==> src/rtl/pipe_eu.sv <==
// Three-stage execute pipeline (ID, EX, MW) with EX/MW forwarding, a load-use
// interlock and a memory port that tolerates any acknowledge latency.
module pipe_eu #(
    parameter  int DW   = 32,
    parameter  int NREG = 32,
    localparam int RW   = $clog2(NREG)
) (
    input  logic          clk,
    input  logic          rst_n,
    input  logic          in_valid,
    output logic          in_ready,
    input  logic [25:0]   Instruction,
    input  logic          RegDst,
    input  logic          ALUSrc,
    input  logic          RegWrite,
    input  logic          MemtoReg,
    input  logic          MemRead,
    input  logic          MemWrite,
    input  logic [1:0]    ALUOp,
    output logic [DW-1:0] ram_addr,
    output logic [DW-1:0] ram_wdata,
    input  logic [DW-1:0] ram_rdata,
    output logic          ram_re,
    output logic          ram_we,
    input  logic          ram_ack,
    output logic [DW-1:0] SEImm,
    output logic          Zero,
    output logic          wb_valid,
    output logic [RW-1:0] wb_reg,
    output logic [DW-1:0] wb_data
);

    typedef enum logic [2:0] {
        OP_ADD = 3'd0,
        OP_SUB = 3'd1,
        OP_AND = 3'd2,
        OP_OR  = 3'd3,
        OP_NOR = 3'd4,
        OP_SLT = 3'd5
    } alu_op_t;

    // decode-stage signals
    logic [RW-1:0] id_rs_s, id_rt_s, id_rd_s, id_dest_s;
    logic [DW-1:0] id_imm_s, id_a_s, id_b_s;
    logic          accept_s, hazard_s, advance_s;

    // ID/EX register
    logic          ex_valid_r;
    logic [DW-1:0] ex_a_r, ex_b_r, ex_imm_r;
    logic [RW-1:0] ex_rs_r, ex_rt_r, ex_dest_r;
    logic [1:0]    ex_aluop_r;
    logic [5:0]    ex_funct_r;
    logic          ex_alusrc_r, ex_regwrite_r, ex_memtoreg_r, ex_memread_r, ex_memwrite_r;

    // EX/MW register
    logic          mw_valid_r;
    logic [DW-1:0] mw_alu_r, mw_store_r;
    logic [RW-1:0] mw_dest_r;
    logic          mw_regwrite_r, mw_memtoreg_r, mw_memread_r, mw_memwrite_r;
    logic          zero_r;

    logic [DW-1:0] rf_r [NREG];

    alu_op_t       op_s;
    logic [DW-1:0] fwd_a_s, fwd_b_s, alu_b_s, alu_s;
    logic          mw_rd_s, mw_wr_s, mw_stall_s;
    logic          wb_fire_s, fwd_ok_s;
    logic [DW-1:0] wb_result_s;
    logic          unused_bits_s;

    assign unused_bits_s = ^Instruction;

    assign id_rs_s   = Instruction[21 +: RW];
    assign id_rt_s   = Instruction[16 +: RW];
    assign id_rd_s   = Instruction[11 +: RW];
    assign id_dest_s = RegDst ? id_rd_s : id_rt_s;
    assign id_imm_s  = DW'($signed(Instruction[15:0]));

    // Memory stage: a read wins when both strobes are requested.
    assign mw_rd_s     = mw_valid_r & mw_memread_r;
    assign mw_wr_s     = mw_valid_r & mw_memwrite_r & ~mw_memread_r;
    assign mw_stall_s  = (mw_rd_s | mw_wr_s) & ~ram_ack;
    assign advance_s   = ~mw_stall_s;
    assign wb_result_s = mw_memtoreg_r ? ram_rdata : mw_alu_r;
    assign fwd_ok_s    = mw_valid_r & mw_regwrite_r & (mw_dest_r != {RW{1'b0}});
    assign wb_fire_s   = fwd_ok_s & ~mw_stall_s;

    // Register read; a write landing on the same edge is bypassed.
    assign id_a_s = (wb_fire_s && (mw_dest_r == id_rs_s)) ? wb_result_s : rf_r[id_rs_s];
    assign id_b_s = (wb_fire_s && (mw_dest_r == id_rt_s)) ? wb_result_s : rf_r[id_rt_s];

    assign hazard_s = ex_valid_r & ex_memread_r & (ex_dest_r != {RW{1'b0}}) &
                      ((ex_dest_r == id_rs_s) |
                       ((~ALUSrc | MemWrite) & (ex_dest_r == id_rt_s)));
    assign in_ready = ~mw_stall_s & ~hazard_s;
    assign accept_s = in_valid & in_ready;

    assign fwd_a_s = (fwd_ok_s && (mw_dest_r == ex_rs_r)) ? wb_result_s : ex_a_r;
    assign fwd_b_s = (fwd_ok_s && (mw_dest_r == ex_rt_r)) ? wb_result_s : ex_b_r;
    assign alu_b_s = ex_alusrc_r ? ex_imm_r : fwd_b_s;

    // ALU operation select and datapath
    always_comb begin
        op_s = OP_ADD;
        case (ex_aluop_r)
            2'b00: op_s = OP_ADD;
            2'b01: op_s = OP_SUB;
            2'b10: begin
                case (ex_funct_r)
                    6'b100000: op_s = OP_ADD;
                    6'b100010: op_s = OP_SUB;
                    6'b100100: op_s = OP_AND;
                    6'b100101: op_s = OP_OR;
                    6'b100111: op_s = OP_NOR;
                    6'b101010: op_s = OP_SLT;
                    default:   op_s = OP_ADD;
                endcase
            end
            2'b11:   op_s = OP_OR;
            default: op_s = OP_ADD;
        endcase
        alu_s = {DW{1'b0}};
        case (op_s)
            OP_ADD:  alu_s = fwd_a_s + alu_b_s;
            OP_SUB:  alu_s = fwd_a_s - alu_b_s;
            OP_AND:  alu_s = fwd_a_s & alu_b_s;
            OP_OR:   alu_s = fwd_a_s | alu_b_s;
            OP_NOR:  alu_s = ~(fwd_a_s | alu_b_s);
            OP_SLT:  alu_s = ($signed(fwd_a_s) < $signed(alu_b_s)) ?
                             {{(DW-1){1'b0}}, 1'b1} : {DW{1'b0}};
            default: alu_s = fwd_a_s + alu_b_s;
        endcase
    end

    // ID/EX pipeline register; holds while the memory stage waits
    always_ff @(posedge clk or negedge rst_n) begin
        if (!rst_n) begin
            ex_valid_r    <= 1'b0;
            ex_a_r        <= {DW{1'b0}};
            ex_b_r        <= {DW{1'b0}};
            ex_imm_r      <= {DW{1'b0}};
            ex_rs_r       <= {RW{1'b0}};
            ex_rt_r       <= {RW{1'b0}};
            ex_dest_r     <= {RW{1'b0}};
            ex_aluop_r    <= 2'b00;
            ex_funct_r    <= 6'd0;
            ex_alusrc_r   <= 1'b0;
            ex_regwrite_r <= 1'b0;
            ex_memtoreg_r <= 1'b0;
            ex_memread_r  <= 1'b0;
            ex_memwrite_r <= 1'b0;
        end else if (advance_s) begin
            ex_valid_r    <= accept_s;
            ex_a_r        <= id_a_s;
            ex_b_r        <= id_b_s;
            ex_imm_r      <= id_imm_s;
            ex_rs_r       <= id_rs_s;
            ex_rt_r       <= id_rt_s;
            ex_dest_r     <= id_dest_s;
            ex_aluop_r    <= ALUOp;
            ex_funct_r    <= Instruction[5:0];
            ex_alusrc_r   <= ALUSrc;
            ex_regwrite_r <= RegWrite;
            ex_memtoreg_r <= MemtoReg;
            ex_memread_r  <= MemRead;
            ex_memwrite_r <= MemWrite;
        end
    end

    // EX/MW pipeline register and Zero flag; bubbles leave Zero untouched
    always_ff @(posedge clk or negedge rst_n) begin
        if (!rst_n) begin
            mw_valid_r    <= 1'b0;
            mw_alu_r      <= {DW{1'b0}};
            mw_store_r    <= {DW{1'b0}};
            mw_dest_r     <= {RW{1'b0}};
            mw_regwrite_r <= 1'b0;
            mw_memtoreg_r <= 1'b0;
            mw_memread_r  <= 1'b0;
            mw_memwrite_r <= 1'b0;
            zero_r        <= 1'b0;
        end else if (advance_s) begin
            mw_valid_r    <= ex_valid_r;
            mw_alu_r      <= alu_s;
            mw_store_r    <= fwd_b_s;
            mw_dest_r     <= ex_dest_r;
            mw_regwrite_r <= ex_regwrite_r;
            mw_memtoreg_r <= ex_memtoreg_r;
            mw_memread_r  <= ex_memread_r;
            mw_memwrite_r <= ex_memwrite_r;
            if (ex_valid_r) begin
                zero_r <= (alu_s == {DW{1'b0}});
            end
        end
    end

    // Register file; register 0 is never written so it always reads zero
    always_ff @(posedge clk or negedge rst_n) begin
        if (!rst_n) begin
            for (int i = 0; i < NREG; i++) begin
                rf_r[i] <= {DW{1'b0}};
            end
        end else if (wb_fire_s) begin
            rf_r[mw_dest_r] <= wb_result_s;
        end
    end

    assign ram_re    = mw_rd_s;
    assign ram_we    = mw_wr_s;
    assign ram_addr  = mw_alu_r;
    assign ram_wdata = mw_store_r;
    assign SEImm     = ex_imm_r;
    assign Zero      = zero_r;
    assign wb_valid  = wb_fire_s;
    assign wb_reg    = wb_fire_s ? mw_dest_r : {RW{1'b0}};
    assign wb_data   = wb_fire_s ? wb_result_s : {DW{1'b0}};

endmodule

==> config.mk <==
export PLATFORM = sky130hd
export DESIGN_NAME = pipe_eu
export DESIGN_NICKNAME = d
export VERILOG_FILES = /design/src/rtl/pipe_eu.sv
export SDC_FILE = /design/constraint.sdc
export NUM_CORES = 2
export LEC_CHECK = 0
export BUFFER_PORTS_ARGS = -buffer_cell sky130_fd_sc_hd__clkbuf_2
export CAP_MARGIN = 10
export CORE_MARGIN = 2
export CORE_UTILIZATION = 60
export DETAILED_ROUTE_END_ITERATION = 8
export GPL_TIMING_DRIVEN = 1
export HOLD_SLACK_MARGIN = 0.05
export PLACE_DENSITY = 0.82
export SYNTH_ARGS = -nofsm -noshare
export SYNTH_HDL_FRONTEND = slang
export SYNTH_SLANG_ARGS = --single-unit
==> constraint.sdc <==
create_clock -name clk -period 16.4 [get_ports clk]
set_clock_uncertainty 0.1 [all_clocks]
set_input_delay 4.92 -clock clk [delete_from_list [all_inputs] [get_ports clk]]
set_output_delay 4.92 -clock clk [all_outputs]
set_load 0.05 [all_outputs]
==> run summary <==
The hold violation count in the final report came out at 0. The worst setup path is of the primary input to output pin kind. The run gives 0 as the max-slew violation count. After routing, the total negative slack on setup checks comes to 0 ps. The quantity of I/O buffers inserted on ports was 207; the post-route fraction of the period consumed by the critical path was 0.7604. The critical path runs through a total of 8 cells. The tightest min-delay check is of the flip-flop to flip-flop type. The mean instance size in the synthesized netlist was 10.68 um2; the sum of buffers and inverters on the critical path was 5. In this design, the stage delay of the slowest critical-path cell is 540 ps.

The floorplan step set the die width to 336.3 um. The fraction of power spent switching nets was 0.4262; the initial antenna violation count was 11. The tools report the quantity of hold-fixing buffers added after cts as 0. Synthesis produced 6,203 cells. In this run, CTS created clock tree buffers numbering 119.

Leaving out fill and tap cells, the most frequent cell in the layout is sky130_fd_sc_hd__dfrtp_1. The fraction of synthesis flops using an asynchronous set or reset pin works out to 1.000. In this run the clock root is driven by a sky130_fd_sc_hd__clkbuf_16. After detailed routing, the number of remaining DRC violations is 0. The maximum buffer depth of the clock tree was 3; the count of different cell masters after synthesis was 98.

In this run, synthesis inferred 0 flip-flops with an integrated enable. The pin count of the biggest net entering global routing came out at 191. The post-synthesis net count came out at 6,371. Most used flip-flop cell after synthesis: sky130_fd_sc_hd__dfrtp_1. In the layout the commonest cells are 1,200 x sky130_fd_sc_hd__dfrtp_1, 922 x sky130_fd_sc_hd__nand2_1, 766 x sky130_fd_sc_hd__o21ai_0, 640 x sky130_fd_sc_hd__nor2_1, 640 x sky130_fd_sc_hd__mux4_2. The count of nets left with antenna violations once routing finished came out at 0. Post-CTS repair changed the size of 0 cells.

The total congestion overflow after global routing is 0. In this run the worst path has a maximum fanout of 91. The cell area that synthesis handed to floorplanning was 0.06627 mm2. The final setup violation count is 0, and the power density over the cells is 189.4 mW/mm2. Traced cell by cell, the critical path runs through clkbuf_2, nor2b_1, o21ai_4, buf_4, nand2_2, buf_4, inv_1, clkbuf_2.

The final layout net count was 6,181; the average routed wire per standard cell was 29.64 um. The overall track demand over capacity in global routing is 0.4014. The post-synthesis register bit count is 1,202, and the sequential share of power is 0.356. After clock tree synthesis, the clock-pin slew on the worst setup and hold paths is 60 ps. Setup repair after global routing left no endpoint under its margin.

During I/O placement, the number of pins put on the boundary was 208. Data on the critical path arrives at its endpoint at 7450 ps. The fraction of final layout cells sized beyond drive strength 1 is 0.2175.

The final estimated routing congestion in global placement was 0.9956; the time the worst path needs with I/O delays and setup was 12,470 ps. Across the run, the number of max-cap violations was 0. At the pin with the least slew margin, the transition time is 1322 ps.

The count of clock tree sinks is 1,202. The part of the total power dissipated in combinational logic is 0.429, and the buffers inserted during post-CTS setup optimization is 0. The tools report the number of global-route vias before repair as 54,320.

TritonCTS built the clock tree. At the later pin of the worst-skew pair, clock insertion delay measures 760 ps. In this run the power spent charging and discharging nets is 0.005847 W. In this run the standard cell core region covers 0.1092 mm2. The H-tree depth is 3, and the layout overhead on the synthesized area is 9.305%.

Across all layers, the routed design uses 54,350 vias. The run finished with clean final reports. Setup slack closes at 3930 ps. The tools report the effective utilization at floorplan as 0.6071. Dividing the detail-routed via count by the number of cells gives 7.155.

Startpoint type of the worst setup path: a primary input. STA classifies the critical path endpoint as an output pin. The logs give 0.007871 W for the internal power and 0.4539 for the part of the Yosys area used for sequential elements. The minimum setup slack after placement is 3932 ps.

The slowest stage of the critical path belongs to the cell sky130_fd_sc_hd__buf_4. The tools report the DRC marker count from the first detailed-route iteration as 8,330. For the worst flop-to-flop path, the logic depth is 20. The tools report the number of detailed-route iterations in the first pass as 9. The final wirelength was 225,100 um. For the detailed-placement wirelength estimate, the log shows 130,100 um.

Along the worst hold path, the cell count comes to 0. The floorplan step defined a die boundary enclosing 0.1131 mm2. For the required time at the worst-slack endpoint, the log shows 11,380 ps. Maximum clock frequency: 0.08019 GHz.

The tools report the reported leakage power as 31.52 nW. For the placement row count, the log shows 121. The first global-routing pass estimated 336,000 um of wire. The worst-case IR drop observed on VDD is 154.9 uV. The floorplan step set the die height to 336.3 um. During synthesis, Yosys emitted a total of 0 warnings. The headroom to the max-slew limit was 0.1186; the part of the total power dissipated in the clock network was 0.215. Broken down by cell family, the worst path's largest delay share belongs to buffers and inverters.
power groups by stage:
stage / Combinational [W] / Sequential (W) / Clock, W
after floorplan: 0.00390 / 0.00474 / 0
after global placement: 0.00551 / 0.00473 / 0
after detailed placement: 0.00566 / 0.00484 / 0
after CTS: 0.00573 / 0.00482 / 0.00295
after global routing: 0.00627 / 0.00496 / 0.00307
final: 0.00588 / 0.00488 / 0.00295
layer usage:
metal  GRT usage  vias to the layer above  part of all wire
met2      0.5925                     4470              0.44
met4      0.2581                       20             0.075
met5           0                        -            0.0013
met1      0.5047                    26680              0.33
li1            -                    21950                 -
met3      0.1450                     1230              0.15
flip-flops by register name, summed over array words and instances, names as in the netlist, 2 cells and up:
name	cells
ex_aluop_r	2
ex_dest_r	5
ex_rt_r	5
mw_dest_r	5
ex_rs_r	5
ex_a_r	32
ram_addr	32
SEImm	16
ram_wdata	32
rf_r	1024
ex_b_r	32
cell type report:
type | count | area, um2
Tap cell | 1476 | 1847
Multi-Input combinational cell | 4265 | 33880
Inverter | 110 | 412.9
Sequential cell | 1202 | 30080
Antenna cell | 5 | 12.51
Clock buffer | 168 | 3422
Fill cell | 7553 | 36720
Clock inverter | 55 | 789.5
Timing Repair Buffer | 315 | 1988
cell usage after synthesis (7+ instances only):
cell	number	area, um2
sky130_fd_sc_hd__dfrtp_1	1202	30080
sky130_fd_sc_hd__nand2_1	938	3521
sky130_fd_sc_hd__o21ai_0	766	3834
sky130_fd_sc_hd__nor2_1	652	2447
sky130_fd_sc_hd__mux4_2	640	14410
sky130_fd_sc_hd__a21oi_1	566	2833
sky130_fd_sc_hd__clkbuf_1	537	2016
sky130_fd_sc_hd__inv_1	110	412.9
sky130_fd_sc_hd__ha_1	96	1201
sky130_fd_sc_hd__mux2_2	68	765.7
sky130_fd_sc_hd__o21a_1	68	510.5
sky130_fd_sc_hd__buf_1	57	214.0
sky130_fd_sc_hd__mux2i_1	44	440.4
sky130_fd_sc_hd__nor3_1	34	170.2
sky130_fd_sc_hd__a221oi_1	22	192.7
sky130_fd_sc_hd__o31ai_1	22	165.2
sky130_fd_sc_hd__a211oi_1	18	135.1
sky130_fd_sc_hd__a22oi_1	18	135.1
sky130_fd_sc_hd__buf_4	18	135.1
sky130_fd_sc_hd__xor2_1	17	148.9
sky130_fd_sc_hd__nand3_1	15	75.07
sky130_fd_sc_hd__o211ai_1	15	112.6
sky130_fd_sc_hd__a21o_1	14	105.1
sky130_fd_sc_hd__nand2b_1	14	87.58
sky130_fd_sc_hd__nand4_1	14	87.58
sky130_fd_sc_hd__and3_1	13	81.33
sky130_fd_sc_hd__xnor2_1	13	113.9
sky130_fd_sc_hd__nor4_1	12	75.07
sky130_fd_sc_hd__nor2b_1	11	68.82
sky130_fd_sc_hd__buf_2	10	50.05
sky130_fd_sc_hd__o221ai_1	10	87.58
sky130_fd_sc_hd__a221o_1	9	90.09
sky130_fd_sc_hd__a31oi_1	8	50.05
sky130_fd_sc_hd__nor3b_1	7	52.55
cells by family (layout without fill, tap and decap cells):
group,Yosys count,after routing,share of synthesized area
xor gates and xnor gates,30,30,0.003965
buffers and inverters,736,648,0.04339
muxes,752,752,0.2357
and+or+nand+nor,1764,1764,0.1074
other,0,5,0
DFF,1202,1202,0.4539
adders and majority gates,98,98,0.01873
AOI/OAI and AO/OA,1621,1621,0.1369
per-stage QoR:
stage | instances | cell area, um2 | hold WS (ps) | utilization | total power (W)
floorplan | 6203 | 66270 | 338.6 | - | 0.008643
global placement | 7366 | 68180 | 276.5 | 0.6246 | 0.01024
detailed placement | 7366 | 68180 | 283.6 | 0.6246 | 0.01051
CTS | 7589 | 72400 | 298.4 | 0.6632 | 0.01350
global route | 7591 | 72420 | 305.4 | 0.6635 | 0.01430
finish | 7596 | 72430 | 297.1 | 0.6636 | 0.01372
worst paths after layout:
kind / startpoint / endpoint / slack [ps]
min in group asynchronous: rst_n / rf_r[719]$_DFFE_PN0P_ / 4120
worst min register to register: rf_r[1016]$_DFFE_PN0P_ / rf_r[1016]$_DFFE_PN0P_ / 300
worst max-delay path: ram_ack / wb_valid / 3930
max in group asynchronous: rst_n / ram_addr[31]$_DFFE_PN0N_ / 9050
worst max register to register: mw_dest_r[3]$_DFFE_PN0N_ / Zero$_DFFE_PN0P_ / 8850
worst min-delay path: rf_r[1016]$_DFFE_PN0P_ / rf_r[1016]$_DFFE_PN0P_ / 300
Power figures use the tool's default switching activity.
